==> config.mk <==
export PLATFORM = sky130hd
export DESIGN_NAME = core_timer_multi_flat
export DESIGN_NICKNAME = d
export VERILOG_FILES = /design/src/rtl/core_timer_multi_if.sv /design/src/rtl/core_timer_multi.sv /design/src/flat_wrapper.sv
export SDC_FILE = /design/constraint.sdc
export NUM_CORES = 1
export LEC_CHECK = 0
export ABC_AREA = 1
export CAP_MARGIN = 25
export CORE_MARGIN = 2
export CORE_UTILIZATION = 30
export CTS_CLUSTER_DIAMETER = 150
export DETAILED_ROUTE_END_ITERATION = 10
export PLACE_DENSITY_LB_ADDON = 0.12
export SETUP_SLACK_MARGIN = 0.4
export SYNTH_ARGS = -nofsm -noshare
export SYNTH_HDL_FRONTEND = slang
export SYNTH_SLANG_ARGS = --single-unit
==> constraint.sdc <==
create_clock -name g_clk -period 3.15 [get_ports g_clk]
set_clock_uncertainty 0.2 [all_clocks]
set_input_delay 0.315 -clock g_clk [delete_from_list [all_inputs] [get_ports g_clk]]
set_output_delay 0.315 -clock g_clk [all_outputs]
set_load 0.02 [all_outputs]
==> src/rtl/core_timer_multi_if.sv <==
// MMIO bus bundle for the machine timer.
// Handshake: the master presents mmio_req with wen/addr/wdata for one cycle.
// The slave always grants (mmio_gnt=1). mmio_rdata and mmio_error are valid
// from the rising edge that follows the request cycle and hold until the
// next request.
interface core_timer_multi_if;
    logic        mmio_req;
    logic        mmio_wen;
    logic [38:0] mmio_addr;
    logic [63:0] mmio_wdata;
    logic        mmio_gnt;
    logic [63:0] mmio_rdata;
    logic        mmio_error;

    modport master (
        output mmio_req, mmio_wen, mmio_addr, mmio_wdata,
        input  mmio_gnt, mmio_rdata, mmio_error
    );

    modport slave (
        input  mmio_req, mmio_wen, mmio_addr, mmio_wdata,
        output mmio_gnt, mmio_rdata, mmio_error
    );
endinterface

==> src/rtl/core_timer_multi.sv <==
// Machine timer: 64-bit mtime with a prescaler and NCMP mtimecmp channels,
// each with a registered interrupt line. Register window on the MMIO bus:
// 0x00 MTIME, 0x08 PRESCALE, 0x10+8*i MTIMECMP[i].
module core_timer_multi #(
    parameter logic [38:0] MMIO_BASE      = 39'd0,
    parameter int          NCMP           = 2,
    parameter int          PRESCALE_W     = 8,
    parameter logic [63:0] MTIMECMP_RESET = 64'hFFFF_FFFF_FFFF_FFFF
) (
    input  logic                 g_clk,
    input  logic                 g_resetn,
    input  logic                 inhibit_tm,
    core_timer_multi_if.slave    mmio,
    output logic [63:0]          ctr_time,
    output logic [NCMP-1:0]      timer_interrupt
);

    localparam logic [38:0] WIN_END = 39'(16 + 8 * NCMP);

    logic [63:0]           mtime_q, mtime_d;
    logic [PRESCALE_W-1:0] pre_cnt_q, pre_cnt_d;
    logic [PRESCALE_W-1:0] prescale_q, prescale_d;
    logic [63:0]           mtimecmp_q [NCMP];
    logic [63:0]           mtimecmp_d [NCMP];
    logic [NCMP-1:0]       irq_q, irq_d;
    logic [63:0]           rdata_q, rdata_d;
    logic                  error_q, error_d;

    logic [38:0]     offset;
    logic            legal;
    logic [3:0]      idx;
    logic            wr_legal;
    logic            wr_mtime;
    logic            wr_pre;
    logic            rollover;
    logic [63:0]     reg_val;

    // Address decode and read mux of the pre-update register values.
    always_comb begin
        offset   = mmio.mmio_addr - MMIO_BASE;
        legal    = (mmio.mmio_addr[2:0] == 3'b000) &&
                   (mmio.mmio_addr >= MMIO_BASE) && (offset < WIN_END);
        idx      = offset[6:3];
        wr_legal = mmio.mmio_req && mmio.mmio_wen && legal;
        wr_mtime = wr_legal && (idx == 4'd0);
        wr_pre   = wr_legal && (idx == 4'd1);
        reg_val  = '0;
        if (idx == 4'd0) reg_val = mtime_q;
        if (idx == 4'd1) reg_val = 64'(prescale_q);
        for (int i = 0; i < NCMP; i++) begin
            if (idx == 4'(i + 2)) reg_val = mtimecmp_q[i];
        end
    end

    // Next-state: prescaler, mtime (write beats increment), compare regs,
    // interrupt lines and the registered bus response.
    always_comb begin
        rollover   = !inhibit_tm && (pre_cnt_q == prescale_q);
        mtime_d    = mtime_q;
        pre_cnt_d  = pre_cnt_q;
        prescale_d = prescale_q;
        rdata_d    = rdata_q;
        error_d    = error_q;

        if (!inhibit_tm) begin
            pre_cnt_d = rollover ? '0 : pre_cnt_q + 1'b1;
        end
        if (wr_mtime) begin
            mtime_d   = mmio.mmio_wdata;
            pre_cnt_d = '0;
        end else if (rollover) begin
            mtime_d = mtime_q + 64'd1;
        end
        if (wr_pre) begin
            // The rollover above already used the old prescale value.
            prescale_d = mmio.mmio_wdata[PRESCALE_W-1:0];
            pre_cnt_d  = '0;
        end

        for (int i = 0; i < NCMP; i++) begin
            mtimecmp_d[i] = mtimecmp_q[i];
            if (wr_legal && (idx == 4'(i + 2))) mtimecmp_d[i] = mmio.mmio_wdata;
            irq_d[i] = (mtime_q >= mtimecmp_q[i]);
        end

        if (mmio.mmio_req) begin
            error_d = !legal;
            if (!mmio.mmio_wen) rdata_d = legal ? reg_val : 64'd0;
        end
    end

    // State registers, cleared asynchronously by g_resetn.
    always_ff @(posedge g_clk or negedge g_resetn) begin
        if (!g_resetn) begin
            mtime_q    <= '0;
            pre_cnt_q  <= '0;
            prescale_q <= '0;
            irq_q      <= '0;
            rdata_q    <= '0;
            error_q    <= 1'b0;
            for (int i = 0; i < NCMP; i++) mtimecmp_q[i] <= MTIMECMP_RESET;
        end else begin
            mtime_q    <= mtime_d;
            pre_cnt_q  <= pre_cnt_d;
            prescale_q <= prescale_d;
            irq_q      <= irq_d;
            rdata_q    <= rdata_d;
            error_q    <= error_d;
            for (int i = 0; i < NCMP; i++) mtimecmp_q[i] <= mtimecmp_d[i];
        end
    end

    assign ctr_time        = mtime_q;
    assign timer_interrupt = irq_q;
    assign mmio.mmio_gnt   = 1'b1;
    assign mmio.mmio_rdata = rdata_q;
    assign mmio.mmio_error = error_q;

endmodule
==> src/flat_wrapper.sv <==
// flat-port wrapper written by rule: the top's interface ports become plain ports
module core_timer_multi_flat 
#(
    parameter logic [38:0] MMIO_BASE      = 39'd0,
    parameter int          NCMP           = 2,
    parameter int          PRESCALE_W     = 8,
    parameter logic [63:0] MTIMECMP_RESET = 64'hFFFF_FFFF_FFFF_FFFF
)
  (g_clk, g_resetn, inhibit_tm, ctr_time, timer_interrupt, mmio_mmio_req, mmio_mmio_wen, mmio_mmio_addr, mmio_mmio_wdata, mmio_mmio_gnt, mmio_mmio_rdata, mmio_mmio_error);
  core_timer_multi_if mmio_i ();
  input  logic g_clk;
  input  logic g_resetn;
  input  logic inhibit_tm;
  output logic [63:0] ctr_time;
  output logic [NCMP-1:0] timer_interrupt;
  input wire logic [$bits(mmio_i.mmio_req)-1:0] mmio_mmio_req;
  input wire logic [$bits(mmio_i.mmio_wen)-1:0] mmio_mmio_wen;
  input wire logic [$bits(mmio_i.mmio_addr)-1:0] mmio_mmio_addr;
  input wire logic [$bits(mmio_i.mmio_wdata)-1:0] mmio_mmio_wdata;
  output wire logic [$bits(mmio_i.mmio_gnt)-1:0] mmio_mmio_gnt;
  output wire logic [$bits(mmio_i.mmio_rdata)-1:0] mmio_mmio_rdata;
  output wire logic [$bits(mmio_i.mmio_error)-1:0] mmio_mmio_error;
  assign mmio_i.mmio_req = mmio_mmio_req;
  assign mmio_i.mmio_wen = mmio_mmio_wen;
  assign mmio_i.mmio_addr = mmio_mmio_addr;
  assign mmio_i.mmio_wdata = mmio_mmio_wdata;
  assign mmio_mmio_gnt = mmio_i.mmio_gnt;
  assign mmio_mmio_rdata = mmio_i.mmio_rdata;
  assign mmio_mmio_error = mmio_i.mmio_error;
  core_timer_multi #(.MMIO_BASE(MMIO_BASE), .NCMP(NCMP), .PRESCALE_W(PRESCALE_W), .MTIMECMP_RESET(MTIMECMP_RESET)) u_core (.g_clk(g_clk), .g_resetn(g_resetn), .inhibit_tm(inhibit_tm), .mmio(mmio_i), .ctr_time(ctr_time), .timer_interrupt(timer_interrupt));
endmodule
# ---- Word-level counts from Yosys, hierarchy flattened
# Index checks and enable logic that the tools add are counted.
# W data, S select, Z words.
dict set report op_classes {
  addsub 2
  order_cmp 4
  eq_ne 5
  n_mux 11
  n_bitwise 1
  reduce_logical 15
}
# op n
set op_table {}
lappend op_table {{$mux W64} 7}
lappend op_table {{$ge A64 B64 Y1} 2}
lappend op_table {{$add A64 B1 Y64 const B} 1}
lappend op_table {{$ge A39 B1 Y1 const B} 1}
lappend op_table {{$lt A39 B6 Y1 const B} 1}
lappend op_table {{$mux W8} 4}
lappend op_table {{$logic_and A1 B1 Y1} 9}
lappend op_table {{$add A8 B1 Y8 const B} 1}
lappend op_table {{$eq A4 B2 Y1 const B} 2}
lappend op_table {{$eq A8 B8 Y1} 1}
lappend op_table {{$eq A4 B1 Y1 const B} 1}
lappend op_table {{$logic_not A4 Y1} 1}
lappend op_table {{$logic_not A3 Y1} 1}
lappend op_table {{$ne A3 B1 Y1 const B} 1}
lappend op_table {{$logic_not A1 Y1} 2}
lappend op_table {{$reduce_and A2 Y1} 1}
lappend op_table {{$reduce_bool A2 Y1} 1}
lappend op_table {{$not A1 Y1} 1}
dict set report totals {
  regBits 275
  in_bits 108
  out_inout_bits 132
}

# ---- Depth between registers and ports, before layout
# Gate-level depths: netlist (run 1).
dict set report depth {
  ltp_word 7
  depth_mapped 14
  ltp_nobuf 14
}

# ---- Worst setup path before layout (run 1)
# No wires, ideal clock.
dict set report synth_path {
  path_type {reg2reg}
  start {register u_core.mtime_q[1] (netlist: u_core.ctr_time[1])}
  end {register u_core.mtime_q[46] (netlist: u_core.ctr_time[46])}
  setup_ns 0.120
  t_arrival_ns 1.776
  path_slack_ns 1.054
  stages_incl_launch_ff 13
  path_buffers 0
  period_less_slack_ns 2.096
  cell_sequence {dfrtp_1 -> ha_1 -> nand3_2 -> inv_2 -> nand2_4 -> nor2_8 -> nand2_1 -> nor2_2 -> nand2_2 -> nand2_1 -> nand3_1 -> nor2_1 -> nor2_1}
}
dict set report synth_via {
  elab_chain_len 3
}
# element line_no
set synth_rtl {}
lappend synth_rtl {{start: declaration} core_timer_multi.sv:20} ;# logic [63:0] mtime_q, mtime_d;
lappend synth_rtl {{start signal: assignment} core_timer_multi.sv:103} ;# mtime_q <= mtime_d;
lappend synth_rtl {{$add A64 B1 Y64} core_timer_multi.sv:72} ;# mtime_d = mtime_q + 64'd1;
lappend synth_rtl {{$mux W64} core_timer_multi.sv:71} ;# end else if (rollover) begin
lappend synth_rtl {{$mux W64} core_timer_multi.sv:68} ;# if (wr_mtime) begin
# No other way between the ends. The select of a mux whose other input is x is not followed.
# A chain may end at the register's enable or synchronous reset.

# ---- Worst setup path after layout (run 1)
dict set report layout_path {
  start {register u_core.mtime_q[1] (netlist: u_core.ctr_time[1])}
  end {register u_core.mtime_q[40] (netlist: u_core.ctr_time[40])}
}
# Same word-level chain as after synthesis.

==> run_summary.xml, run 1 <==
<?xml version="1.0" encoding="UTF-8"?>
<metrics>
  <group name="cells_and_area">
    <metric name="postLayoutCoreUtil" unit="">0.380</metric>
    <metric name="drive_gt1_frac" unit="">0.103</metric>
    <metric name="post-route-cell-area" unit="um2">22500</metric>
    <metric name="multi_input_comb_area" unit="um2">9220</metric>
    <metric name="flow.area_growth_from_synthesis" unit="%">24.8</metric>
    <metric name="register_area" unit="um2">7040</metric>
    <metric name="net_count_final" unit="">2911</metric>
    <metric name="layout.filler_cells" unit="">6310</metric>
  </group>
  <group name="setup_path">
    <metric name="worst-endpoint-required" unit="ns">3.39</metric>
    <metric name="timing_worst_setup_path_type" unit="">register to register</metric>
    <metric name="worstSetupEndpointType" unit="">register</metric>
    <metric name="cp-start-kind" unit="">register</metric>
    <metric name="critPathSlowestCell" unit="">sky130_fd_sc_hd__dfrtp_1</metric>
    <metric name="crit_path_dat" unit="ns">2.86</metric>
    <metric name="crit_path_cell_trace" unit="">ha_1 -&gt; nand3_2 -&gt; inv_2 -&gt; nand2_4 -&gt; nor2_2 -&gt; nand4_1 -&gt; nand2_1 -&gt; nand3_1 -&gt; nor2_1 -&gt; nor2_1</metric>
    <metric name="critical_path.max_stage_delay" unit="ns">0.61</metric>
    <metric name="cp_common_cell" unit="">sky130_fd_sc_hd__nor2_1</metric>
    <metric name="critical_path.max_fanout" unit="">8</metric>
  </group>
  <group name="sta">
    <metric name="period_share" unit="">0.834</metric>
    <metric name="hold_violations" unit="">0</metric>
    <metric name="worst_hold_slack" unit="ns">0.0947</metric>
    <metric name="count_of_final_setup_violators" unit="">0</metric>
    <metric name="period_needed" unit="ns">2.63</metric>
    <metric name="setup-tns-final" unit="ns">0</metric>
    <metric name="timing_max_transition_violations_final" unit="">0</metric>
    <metric name="fmax" unit="MHz">381</metric>
    <metric name="timing.max_slew.rel_slack" unit="">0.439</metric>
    <metric name="grt_setup_unrepaired" unit="">no</metric>
    <metric name="tightest_slew" unit="ns">0.834</metric>
  </group>
  <group name="drt">
    <metric name="remaining_drc_errors" unit="">0</metric>
    <metric name="finalWirelength" unit="mm">66.4</metric>
    <metric name="detailedRoute.firstIterationViolations" unit="">1143</metric>
    <metric name="dr.pass1.iters" unit="">5</metric>
    <metric name="viasPerCell" unit="">4.96</metric>
    <metric name="drt.antenna.violating_nets" unit="">0</metric>
    <metric name="detailroute.via_count" unit="">17228</metric>
    <metric name="wl_cell" unit="um">19.1</metric>
  </group>
  <group name="synth">
    <metric name="most_area_hungry_cell_type_in_the_yosys_netlist" unit="">sky130_fd_sc_hd__dfrtp_1</metric>
    <metric name="post_synth_inst_count" unit="">2451</metric>
    <metric name="synth-edff-count" unit="">0</metric>
    <metric name="ys.flop_type" unit="">sky130_fd_sc_hd__dfrtp_1</metric>
    <metric name="synth.cell_area" unit="um2">18100</metric>
    <metric name="synth_seq_area_share" unit="">0.390</metric>
    <metric name="yosysMostFrequentCell" unit="">sky130_fd_sc_hd__nand2_1</metric>
    <metric name="ys.warnings.count" unit="">0</metric>
    <metric name="synth_largest_type_area_fraction" unit="">0.204</metric>
    <metric name="synth_fp_nets" unit="">2689</metric>
    <metric name="ys_types" unit="">45</metric>
    <metric name="synthArstFlopShare" unit="">1.00</metric>
    <metric name="syn_avg_cell_area" unit="um2">7.37</metric>
    <metric name="synth.top_cells.by_count" unit="">sky130_fd_sc_hd__nand2_1 (630), sky130_fd_sc_hd__inv_1 (325), sky130_fd_sc_hd__nor2_1 (232)</metric>
    <metric name="number_of_synthesized_register_bits" unit="">275</metric>
    <metric name="synth_top_cells_by_area" unit="">sky130_fd_sc_hd__dfrtp_1 (20%), sky130_fd_sc_hd__dfstp_2 (19%), sky130_fd_sc_hd__nand2_1 (13%)</metric>
  </group>
  <group name="grt">
    <metric name="grt_start_max_net_pins" unit="">129</metric>
    <metric name="antenna_found_initial" unit="">1</metric>
    <metric name="grt_resource_usage_total" unit="">0.213</metric>
    <metric name="grt_pass1_vias" unit="">17047</metric>
    <metric name="grt_remaining_overflow" unit="">0</metric>
    <metric name="wire_length_of_the_first_global_routing_pass" unit="mm">103</metric>
  </group>
  <group name="placement">
    <metric name="routabilityCongestion" unit="">0.865</metric>
    <metric name="numPortBuffers" unit="">238</metric>
    <metric name="post-dp-hpwl" unit="mm">50.4</metric>
    <metric name="placement.cell_area" unit="um2">21200</metric>
  </group>
  <group name="outcome">
    <metric name="result_of_the_run" unit="">completed</metric>
  </group>
  <group name="cts">
    <metric name="clkSinkCount" unit="">275</metric>
    <metric name="max-clock-path-buffers" unit="">3</metric>
    <metric name="htree_num_levels" unit="">2</metric>
    <metric name="cts.root.buffer_cell" unit="">sky130_fd_sc_hd__clkbuf_16</metric>
    <metric name="cts-buffers-inserted" unit="">37</metric>
    <metric name="cts.reportedPaths.clkPinSlew" unit="ns">0.06</metric>
    <metric name="post-cts-setup-buffers" unit="">0</metric>
    <metric name="tritoncts" unit="">yes</metric>
    <metric name="clk-insertion-delay-late" unit="ns">0.56</metric>
  </group>
  <group name="run">
    <metric name="drv.max_cap_violation_count" unit="">0</metric>
  </group>
  <group name="power_and_ir_drop">
    <metric name="power_density" unit="nW/um2">443</metric>
    <metric name="irDropWorstVdd" unit="mV">0.300</metric>
    <metric name="total_power" unit="W">0.00999</metric>
    <metric name="static_leakage" unit="nW">9.36</metric>
  </group>
  <group name="floorplanning">
    <metric name="initial_util" unit="">0.305</metric>
    <metric name="num_rows" unit="">89</metric>
    <metric name="floorplan.core_area" unit="um2">59200</metric>
    <metric name="width_of_the_die" unit="um">249</metric>
    <metric name="die_height" unit="um">249</metric>
    <metric name="total_die_area" unit="um2">62200</metric>
    <metric name="io-pin-count" unit="">240</metric>
  </group>
  <group name="hold_path">
    <metric name="hold_path.class" unit="">input pin to async pin</metric>
  </group>
</metrics>
[path summary, 6_finish.rpt]
| kind | cells after the start | slack [ns] | endpoint | from |
|---|---|---|---|---|
| worst max-delay path | 10 | 0.52 | u_core.ctr_time[40] | u_core.ctr_time[1] |
| worst min-delay path | 2 | 0.09 | u_core.mmio.mmio_rdata[20] | g_resetn |
| worst max register to register | 10 | 0.52 | u_core.ctr_time[40] | u_core.ctr_time[1] |
| worst min register to register | 2 | 0.27 | u_core.mtimecmp_q[34] | u_core.mtimecmp_q[34] |
| max in group asynchronous | 3 | 1.73 | u_core.mtimecmp_q[80] | g_resetn |
| min in group g_clk | 3 | 0.13 | u_core.mtimecmp_q[9] | mmio_mmio_wdata[9] |
[power breakdown]
part	leakage (nW)	internal [W]	switching [W]	total, W
clock	0.638	0.00280	0.00172	0.00451
sequential	3.28	0.00365	0.000263	0.00391
combinational	5.44	0.000609	0.000957	0.00157
total	9.36	0.00706	0.00294	0.00999
[through the flow]
stage                     cells  worst slack [ns]
final                      3476             0.524
after global placement     3406             0.361
after CTS                  3475             0.569
after global routing       3475             0.448
after floorplan            2451              1.05
after detailed placement   3406             0.310
[critical path, delay by kind of cell, from the launching register on]
kind	cells	cell delay, ns
flops	1	0.61
buf+inv	1	0.12
fa+ha+maj	1	0.30
simple gates	8	1.28
[layer usage]
layer	vias to the layer above	global-route usage	share of wire
li1	8470	-	-
met1	8252	0.288	0.45
met2	421	0.351	0.47
met3	85	0.0361	0.053
met4	0	0.0597	0.026
met5	-	0	0
[registers in the layout (all words and copies together) (netlist names)]
register	flops
u_core.mmio.mmio_rdata	64
u_core.mtimecmp_q	128
u_core.prescale_q	8
u_core.ctr_time	64
u_core.pre_cnt_q	8
u_core.timer_interrupt	2
u_core.mmio.mmio_error	1
[area by class of cell]
type	instances	share of cell area
flip-flops and latches	275	0.312
multi-input cells	1745	0.409
repair buffers	278	0.122
clock buffers	53	0.0478
inverters	336	0.0561
diodes	1	0.000111
clock inverters	15	0.00938
well taps	773	0.0429
[placed cells by master, fill, tap and decap left out, types with 6 or more instances in the layout]
cell type,netlist,final
sky130_fd_sc_hd__dfstp_2,128,128
sky130_fd_sc_hd__clkinv_2,0,7
sky130_fd_sc_hd__o22ai_1,49,49
sky130_fd_sc_hd__nor3_1,22,22
sky130_fd_sc_hd__nand3_1,157,157
sky130_fd_sc_hd__nand2_2,3,6
sky130_fd_sc_hd__inv_2,10,10
sky130_fd_sc_hd__clkbuf_16,0,39
sky130_fd_sc_hd__inv_1,325,325
sky130_fd_sc_hd__o211ai_1,6,6
sky130_fd_sc_hd__nor2_1,232,232
sky130_fd_sc_hd__buf_4,9,34
sky130_fd_sc_hd__nor4_1,6,6
sky130_fd_sc_hd__xor2_1,25,25
sky130_fd_sc_hd__nand2_1,630,627
sky130_fd_sc_hd__xnor2_1,6,6
sky130_fd_sc_hd__nand4_1,54,54
sky130_fd_sc_hd__a221oi_1,11,11
sky130_fd_sc_hd__o21ai_0,61,61
sky130_fd_sc_hd__clkbuf_1,32,9
sky130_fd_sc_hd__o21ai_1,183,183
sky130_fd_sc_hd__a21oi_1,121,121
sky130_fd_sc_hd__ha_1,130,130
sky130_fd_sc_hd__clkdlybuf4s50_1,0,237
sky130_fd_sc_hd__nor2_2,7,7
sky130_fd_sc_hd__dfrtp_1,147,147
sky130_fd_sc_hd__o31ai_2,8,8
[timing repair]
item	in CTS	in global routing
hold endpoints to repair	60	0
hold buffers	1	0
gates resized for setup	0	0
[cells by family (layout without fill, tap and decap cells)]
| group | count (synthesis) | in the layout | synth area share |
|---|---|---|---|
| buffers and inverters | 431 | 682 | 0.100 |
| XOR/XNOR | 31 | 31 | 0.0150 |
| other | 1 | 2 | 0.000208 |
| AO/OA/AOI/OAI | 447 | 447 | 0.135 |
| adder cells (fa/ha/maj) | 130 | 130 | 0.0901 |
| flip-flops | 275 | 275 | 0.390 |
| AND/OR/NAND/NOR | 1136 | 1136 | 0.269 |
Power figures use the tool's default switching activity.
==> run 2: changes to the inputs <==
==> constraint.sdc (replaced) <==
create_clock -name g_clk -period 2.3 [get_ports g_clk]
set_clock_uncertainty 0.2 [all_clocks]
set_input_delay 0.23 -clock g_clk [delete_from_list [all_inputs] [get_ports g_clk]]
set_output_delay 0.23 -clock g_clk [all_outputs]
set_load 0.02 [all_outputs]
==> run 2 against run 1 <==
  * Combinational power grew 130%
  * Critical path depth shrank 1
  * Clock-buffer cell count shrank 5
  * Global-route usage grew 2.0 points
  * Hold slack lost 0.086 ns
  * Non-clock buffer count grew 268
  * Flip-flop and latch count is the same
  * Largest power group unchanged
  * Highest routed layer is now met5
==> run_summary.xml, run 2 (synthesis results as in run 1) <==
<?xml version="1.0" encoding="UTF-8"?>
<metrics>
  <group name="floorplanning">
    <metric name="width_of_the_die" unit="um">249</metric>
    <metric name="floorplan.core_area" unit="um2">59200</metric>
    <metric name="initial_util" unit="">0.305</metric>
    <metric name="num_rows" unit="">89</metric>
    <metric name="die_height" unit="um">249</metric>
    <metric name="total_die_area" unit="um2">62200</metric>
    <metric name="io-pin-count" unit="">240</metric>
  </group>
  <group name="cells_and_area">
    <metric name="flow.area_growth_from_synthesis" unit="%">48.1</metric>
    <metric name="largest_register" unit="">u_core.mtimecmp_q</metric>
    <metric name="layout.filler_cells" unit="">5973</metric>
    <metric name="layout.cells.most_common" unit="">sky130_fd_sc_hd__nand2_1</metric>
    <metric name="drive_gt1_frac" unit="">0.306</metric>
    <metric name="mostFrequentLayoutCells" unit="">sky130_fd_sc_hd__nand2_1 (553), sky130_fd_sc_hd__inv_1 (319), sky130_fd_sc_hd__buf_4 (222)</metric>
    <metric name="finalNonFillerCells" unit="">3744</metric>
    <metric name="net_count_final" unit="">3181</metric>
    <metric name="largest_register_ffs" unit="">128</metric>
    <metric name="postLayoutCoreUtil" unit="">0.451</metric>
    <metric name="n_antenna_cell" unit="">0</metric>
  </group>
  <group name="setup_path">
    <metric name="critical_path.max_fanout" unit="">2</metric>
    <metric name="worstSetupEndpointType" unit="">register</metric>
    <metric name="startpoint_of_the_worst_slack_reg_to_reg_timing_path" unit="">u_core.mtimecmp_q[37]</metric>
    <metric name="crit_path_dat" unit="ns">2.47</metric>
    <metric name="crit-reg2reg-capture" unit="">u_core.timer_interrupt[1]</metric>
    <metric name="worst-endpoint-required" unit="ns">2.59</metric>
    <metric name="r2r_slack" unit="ns">0.12</metric>
    <metric name="timing_worst_setup_path_type" unit="">register to register</metric>
    <metric name="worstRegToRegCells" unit="">9</metric>
    <metric name="cp-start-kind" unit="">register</metric>
  </group>
  <group name="power_and_ir_drop">
    <metric name="static_leakage" unit="nW">11.8</metric>
    <metric name="power.switching_fraction" unit="">0.307</metric>
    <metric name="clock_power_share" unit="">0.406</metric>
    <metric name="irDropWorstVdd" unit="mV">0.418</metric>
    <metric name="power_report.internal_total" unit="W">0.0104</metric>
    <metric name="power_switching" unit="W">0.00462</metric>
    <metric name="power_density" unit="nW/um2">564</metric>
    <metric name="combinationalPowerShare" unit="">0.242</metric>
    <metric name="power.share.sequential" unit="">0.352</metric>
  </group>
  <group name="cts">
    <metric name="cts.reportedPaths.clkPinSlew" unit="ns">0.06</metric>
    <metric name="clk-insertion-delay-late" unit="ns">0.56</metric>
    <metric name="htree_num_levels" unit="">2</metric>
    <metric name="cts.root.buffer_cell" unit="">sky130_fd_sc_hd__clkbuf_16</metric>
    <metric name="clkSinkCount" unit="">275</metric>
    <metric name="max-clock-path-buffers" unit="">3</metric>
    <metric name="cts-buffers-inserted" unit="">36</metric>
    <metric name="tritoncts" unit="">yes</metric>
  </group>
  <group name="drt">
    <metric name="dr.pass1.iters" unit="">5</metric>
    <metric name="wl_cell" unit="um">19.8</metric>
    <metric name="detailedRoute.firstIterationViolations" unit="">1329</metric>
    <metric name="remaining_drc_errors" unit="">0</metric>
    <metric name="detailroute.via_count" unit="">18643</metric>
    <metric name="drt.antenna.violating_nets" unit="">0</metric>
    <metric name="viasPerCell" unit="">4.98</metric>
    <metric name="finalWirelength" unit="mm">74.1</metric>
  </group>
  <group name="grt">
    <metric name="antenna_found_initial" unit="">2</metric>
    <metric name="global_route_met1_utilization" unit="">0.306</metric>
    <metric name="wire_length_of_the_first_global_routing_pass" unit="mm">112</metric>
    <metric name="grt.met2_usage" unit="">0.383</metric>
    <metric name="gr-usage-met3" unit="">0.0413</metric>
    <metric name="grt_remaining_overflow" unit="">0</metric>
    <metric name="grt_start_max_net_pins" unit="">59</metric>
    <metric name="grt_resource_usage_total" unit="">0.233</metric>
    <metric name="grt-busiest-layer" unit="">met2</metric>
    <metric name="grt_pass1_vias" unit="">18542</metric>
  </group>
  <group name="run">
    <metric name="drv.max_cap_violation_count" unit="">0</metric>
  </group>
  <group name="sta">
    <metric name="setup-tns-final" unit="ns">0</metric>
    <metric name="timing_max_transition_violations_final" unit="">0</metric>
    <metric name="hold_violations" unit="">0</metric>
    <metric name="period_needed" unit="ns">2.18</metric>
    <metric name="timing.max_slew.rel_slack" unit="">0.654</metric>
    <metric name="count_of_final_setup_violators" unit="">0</metric>
    <metric name="grt_setup_unrepaired" unit="">yes</metric>
    <metric name="fmax" unit="MHz">459</metric>
    <metric name="period_share" unit="">0.946</metric>
    <metric name="tightest_slew" unit="ns">0.519</metric>
  </group>
  <group name="placement">
    <metric name="numPortBuffers" unit="">238</metric>
    <metric name="placed_cells_incl_taps" unit="">3573</metric>
    <metric name="post-dp-hpwl" unit="mm">54.4</metric>
    <metric name="routabilityCongestion" unit="">0.907</metric>
  </group>
  <group name="hold_path">
    <metric name="hold_path.class" unit="">input pin to async pin</metric>
  </group>
  <group name="outcome">
    <metric name="result_of_the_run" unit="">completed</metric>
  </group>
</metrics>
==> run 2: cell count changes in the layout (fill, tap and decap cells not counted), moves of 32 or more <==
cell,before,now
sky130_fd_sc_hd__buf_4,34,222
sky130_fd_sc_hd__clkdlybuf4s50_1,237,106
sky130_fd_sc_hd__dlygate4sd2_1,0,88
sky130_fd_sc_hd__nand2_1,627,553
sky130_fd_sc_hd__nand3_1,157,84
sky130_fd_sc_hd__nand3_2,2,65
sky130_fd_sc_hd__nor2_1,232,169
sky130_fd_sc_hd__dfrtp_1,147,87
sky130_fd_sc_hd__dfrtp_2,0,60
sky130_fd_sc_hd__nand2_2,6,62
sky130_fd_sc_hd__buf_12,5,44
sky130_fd_sc_hd__nor2_2,7,40
sky130_fd_sc_hd__nor2_4,5,37
==> run 2: metal layers <==
metal | vias to the layer above | routed length, um
li1 | 9002 | -
met1 | 8953 | 32900
met2 | 529 | 34600
met3 | 155 | 3950
met4 | 4 | 2660
met5 | - | 23
==> run 2: power by group through the flow <==
| stage | Clock (W) | Sequential, W | Combinational, W |
|---|---|---|---|
| final | 0.00612 | 0.00530 | 0.00365 |
| after global routing | 0.00646 | 0.00532 | 0.00390 |
| after CTS | 0.00625 | 0.00529 | 0.00330 |
| after detailed placement | 0 | 0.00539 | 0.00256 |
| after global placement | 0 | 0.00539 | 0.00254 |
| after floorplan | 0 | 0.00541 | 0.00109 |
==> run 2: how the worst max path moves through the flow <==
stage,cells past startpoint,from,endpoint
4_1_cts,2,u_core.ctr_time[2],ctr_time[2]
3_5_place_dp,13,mmio_mmio_addr[6],u_core.ctr_time[46]
6_report,9,u_core.mtimecmp_q[37],u_core.timer_interrupt[1]
5_1_grt,9,u_core.mtimecmp_q[101],u_core.timer_interrupt[0]
2_1_floorplan,12,u_core.ctr_time[1],u_core.ctr_time[42]
3_3_place_gp,9,mmio_mmio_addr[26],u_core.mmio.mmio_rdata[38]
==> run 2: final cells by class <==
class,instances,area (um2),area share
timing repair buffer,546,5450,0.204
clock inverter,18,253,0.00945
multi-input combinational,1747,10600,0.397
timing repair inverter,1,16.3,0.000608
clock buffer,48,997,0.0373
tap,773,967,0.0362
sequential,275,7120,0.266
inverter,336,1310,0.0490
==> run 2: through the flow <==
stage	setup slack (ns)	total power, W	hold WS, ns	cell area, um2
floorplan	0.387	0.00651	-0.266	18100
global placement	-0.0226	0.00793	0.0159	22800
detailed placement	-0.0887	0.00796	0.0200	22800
CTS	0.129	0.0148	0.0319	25400
global route	0.0528	0.0157	0.0390	26700
finish	0.123	0.0151	0.00828	26700
==> run 2: repair_timing <==
action | CTS | global route
endpoints found under the setup margin | 188 | 102
setup buffers | 49 | 40
pin swaps | 71 | 111
hold endpoints to repair | 171 | 0
hold buffers | 1 | 0
cloned | 11 | 4
resized for setup | 442 | 245
==> run 2: critical path, stage by stage, from the launching register on <==
cell and delay, ns:
sky130_fd_sc_hd__dfstp_2 0.54, sky130_fd_sc_hd__inv_2 0.05, sky130_fd_sc_hd__ha_4 0.26, sky130_fd_sc_hd__nand2_1 0.06, sky130_fd_sc_hd__nor2_2 0.12, sky130_fd_sc_hd__nand4_1 0.32
sky130_fd_sc_hd__nor3_1 0.25, sky130_fd_sc_hd__buf_4 0.15, sky130_fd_sc_hd__nand4_1 0.06, sky130_fd_sc_hd__nand3_1 0.09
==> run 3: changes to the inputs <==
--- a/config.mk
+++ b/config.mk
@@ -8,8 +8,8 @@
 export ABC_AREA = 1
 export CAP_MARGIN = 25
 export CORE_MARGIN = 2
-export CORE_UTILIZATION = 30
-export CTS_CLUSTER_DIAMETER = 150
+export CORE_UTILIZATION = 33
+export CTS_CLUSTER_DIAMETER = 30
 export DETAILED_ROUTE_END_ITERATION = 10
 export PLACE_DENSITY_LB_ADDON = 0.12
 export SETUP_SLACK_MARGIN = 0.4
==> run 3 against run 2 <==
  * Sequential share of layout area decreased by 1.0 points
  * Global-route usage increased by 1.8 points
  * Sequential power about the same
  * Fmax increased by 1.6%
  * Non-clock buffer count decreased by 51
  * Cell count decreased by 1.3%
  * Design area increased by 3.8%
  * First-iteration DRC count increased by 0.75%
==> run_summary.xml, run 3 (synthesis results as in run 1) <==
<?xml version="1.0" encoding="UTF-8"?>
<metrics>
  <group name="sta">
    <metric name="period_share" unit="">0.932</metric>
    <metric name="hold_violations" unit="">0</metric>
    <metric name="grt_setup_unrepaired" unit="">yes</metric>
    <metric name="fmax" unit="MHz">467</metric>
    <metric name="tightest_slew" unit="ns">0.656</metric>
    <metric name="setup-tns-final" unit="ns">0</metric>
    <metric name="timing_max_transition_violations_final" unit="">0</metric>
    <metric name="timing.max_slew.rel_slack" unit="">0.563</metric>
    <metric name="period_needed" unit="ns">2.14</metric>
    <metric name="count_of_final_setup_violators" unit="">0</metric>
  </group>
  <group name="drt">
    <metric name="drt.antenna.violating_nets" unit="">0</metric>
    <metric name="detailroute.via_count" unit="">18861</metric>
    <metric name="dr.pass1.iters" unit="">5</metric>
    <metric name="detailedRoute.firstIterationViolations" unit="">1339</metric>
    <metric name="wl_cell" unit="um">19.6</metric>
    <metric name="finalWirelength" unit="mm">72.6</metric>
    <metric name="viasPerCell" unit="">5.10</metric>
    <metric name="remaining_drc_errors" unit="">0</metric>
  </group>
  <group name="power_and_ir_drop">
    <metric name="irDropWorstVdd" unit="mV">0.734</metric>
    <metric name="power_density" unit="nW/um2">732</metric>
    <metric name="static_leakage" unit="nW">12.2</metric>
  </group>
  <group name="cts">
    <metric name="cts.root.buffer_cell" unit="">sky130_fd_sc_hd__clkbuf_16</metric>
    <metric name="tritoncts" unit="">yes</metric>
    <metric name="clkSinkCount" unit="">275</metric>
    <metric name="cts-buffers-inserted" unit="">79</metric>
    <metric name="htree_num_levels" unit="">3</metric>
    <metric name="cts.reportedPaths.clkPinSlew" unit="ns">0.05</metric>
    <metric name="clk-insertion-delay-late" unit="ns">0.60</metric>
    <metric name="max-clock-path-buffers" unit="">3</metric>
  </group>
  <group name="floorplanning">
    <metric name="total_die_area" unit="um2">56600</metric>
    <metric name="io-pin-count" unit="">240</metric>
    <metric name="die_height" unit="um">238</metric>
    <metric name="initial_util" unit="">0.335</metric>
    <metric name="floorplan.core_area" unit="um2">53900</metric>
    <metric name="num_rows" unit="">85</metric>
    <metric name="width_of_the_die" unit="um">238</metric>
  </group>
  <group name="grt">
    <metric name="wire_length_of_the_first_global_routing_pass" unit="mm">110</metric>
    <metric name="grt_start_max_net_pins" unit="">88</metric>
    <metric name="grt_pass1_vias" unit="">18695</metric>
    <metric name="grt_resource_usage_total" unit="">0.251</metric>
    <metric name="grt_remaining_overflow" unit="">0</metric>
    <metric name="antenna_found_initial" unit="">1</metric>
  </group>
  <group name="setup_path">
    <metric name="worstSetupEndpointType" unit="">register</metric>
    <metric name="crit_path_dat" unit="ns">2.43</metric>
    <metric name="timing_worst_setup_path_type" unit="">register to register</metric>
    <metric name="critical_path.max_fanout" unit="">5</metric>
    <metric name="startpoint_of_the_worst_slack_reg_to_reg_timing_path" unit="">u_core.pre_cnt_q[4]</metric>
    <metric name="worstRegToRegCells" unit="">11</metric>
    <metric name="cpLargestDelayFamily" unit="">buffers and inverters</metric>
    <metric name="startpoint" unit="">u_core.pre_cnt_q[4]</metric>
    <metric name="crit_path_cell_trace" unit="">xor2_1 -&gt; nor2_1 -&gt; nand3b_1 -&gt; nor2_4 -&gt; buf_4 -&gt; buf_6 -&gt; buf_6 -&gt; nand2_8 -&gt; clkinvlp_4 -&gt; nand2_2 -&gt; nand3_2</metric>
    <metric name="cp_common_cell" unit="">sky130_fd_sc_hd__buf_6</metric>
    <metric name="r2r_slack" unit="ns">0.16</metric>
    <metric name="critPathSlowestCell" unit="">sky130_fd_sc_hd__dfrtp_2</metric>
    <metric name="cp_num_buf_inv" unit="">4</metric>
    <metric name="cp-start-kind" unit="">register</metric>
    <metric name="timing.critical_path.depth" unit="">11</metric>
    <metric name="worst-endpoint-required" unit="ns">2.59</metric>
    <metric name="critical_path.max_stage_delay" unit="ns">0.42</metric>
  </group>
  <group name="cells_and_area">
    <metric name="flow.area_growth_from_synthesis" unit="%">53.7</metric>
    <metric name="largest_register" unit="">u_core.mtimecmp_q</metric>
    <metric name="net_count_final" unit="">3174</metric>
    <metric name="mostFrequentLayoutCells" unit="">sky130_fd_sc_hd__nand2_1 (571), sky130_fd_sc_hd__inv_1 (308), sky130_fd_sc_hd__o21ai_1 (193)</metric>
    <metric name="postLayoutCoreUtil" unit="">0.515</metric>
    <metric name="layout.cells.most_common" unit="">sky130_fd_sc_hd__nand2_1</metric>
    <metric name="drive_gt1_frac" unit="">0.312</metric>
    <metric name="largest_register_ffs" unit="">128</metric>
  </group>
  <group name="placement">
    <metric name="routabilityCongestion" unit="">0.873</metric>
    <metric name="numPortBuffers" unit="">238</metric>
    <metric name="post-dp-hpwl" unit="mm">51.1</metric>
  </group>
  <group name="outcome">
    <metric name="result_of_the_run" unit="">completed</metric>
  </group>
  <group name="run">
    <metric name="drv.max_cap_violation_count" unit="">0</metric>
  </group>
  <group name="hold_path">
    <metric name="hold_path.class" unit="">input pin to async pin</metric>
  </group>
</metrics>
[run 3: per-layer routing]
layer / track usage / up-vias / share of wire
met5: 0 / - / 0
met4: 0.0802 / 0 / 0.028
met3: 0.0434 / 135 / 0.053
met1: 0.329 / 9130 / 0.44
li1: - / 9056 / -
met2: 0.420 / 540 / 0.48
[run 3: repair_timing]
item | 4_1_cts | 5_1_grt
resized for setup | 449 | 241
endpoints found under the setup margin | 196 | 100
setup buffers | 56 | 34
pin swaps | 87 | 90
endpoints found under the hold margin | 277 | 0
cloned | 14 | 0
hold buffers | 2 | 0
[run 3: final cells by class]
cell class	instances	area [um2]
Antenna cell	1	2.50
Clock buffer	105	2270
Clock inverter	40	529
Fill cell	5081	26200
Inverter	336	1300
Multi-Input combinational cell	1747	10700
Sequential cell	275	7100
Tap cell	696	871
Timing Repair Buffer	495	4930
Timing Repair inverter	2	18.8
[run 3: report_power, final]
part	leakage (nW)	internal (W)	switching, W	total [W]
Clock	1.36	0.00809	0.00334	0.0114
Sequential	3.22	0.00503	0.000285	0.00532
Combinational	7.61	0.00165	0.00190	0.00355
[run 3: through the flow]
step	hold WS [ns]	total power (W)	cell area [um2]	worst slack, ns	std cells
3_5_place_dp	0.0694	0.00781	22300	-0.236	3445
6_report	0.0147	0.0203	27800	0.157	3697
5_1_grt	0.0288	0.0210	27800	0.0125	3697
3_3_place_gp	0.0737	0.00778	22300	-0.167	3445
4_1_cts	0.00984	0.0201	26500	0.116	3662
2_1_floorplan	-0.266	0.00651	18100	0.387	2451
[run 3: worst paths after layout]
kind,to
setup / recovery,u_core.ctr_time[11]
hold / removal,u_core.mmio.mmio_rdata[20]
setup reg to reg,u_core.ctr_time[11]
hold reg to reg,u_core.mtimecmp_q[82]
max in group asynchronous,u_core.ctr_time[45]
min in group g_clk,u_core.mtimecmp_q[12]
[run 3: worst reg2reg max path, delay by kind of cell (launching register included)]
| kind | cells | cell delay (ns) |
|---|---|---|
| xor+xnor | 1 | 0.19 |
| buf+inv | 4 | 0.63 |
| flops | 1 | 0.42 |
| simple gates | 6 | 0.59 |
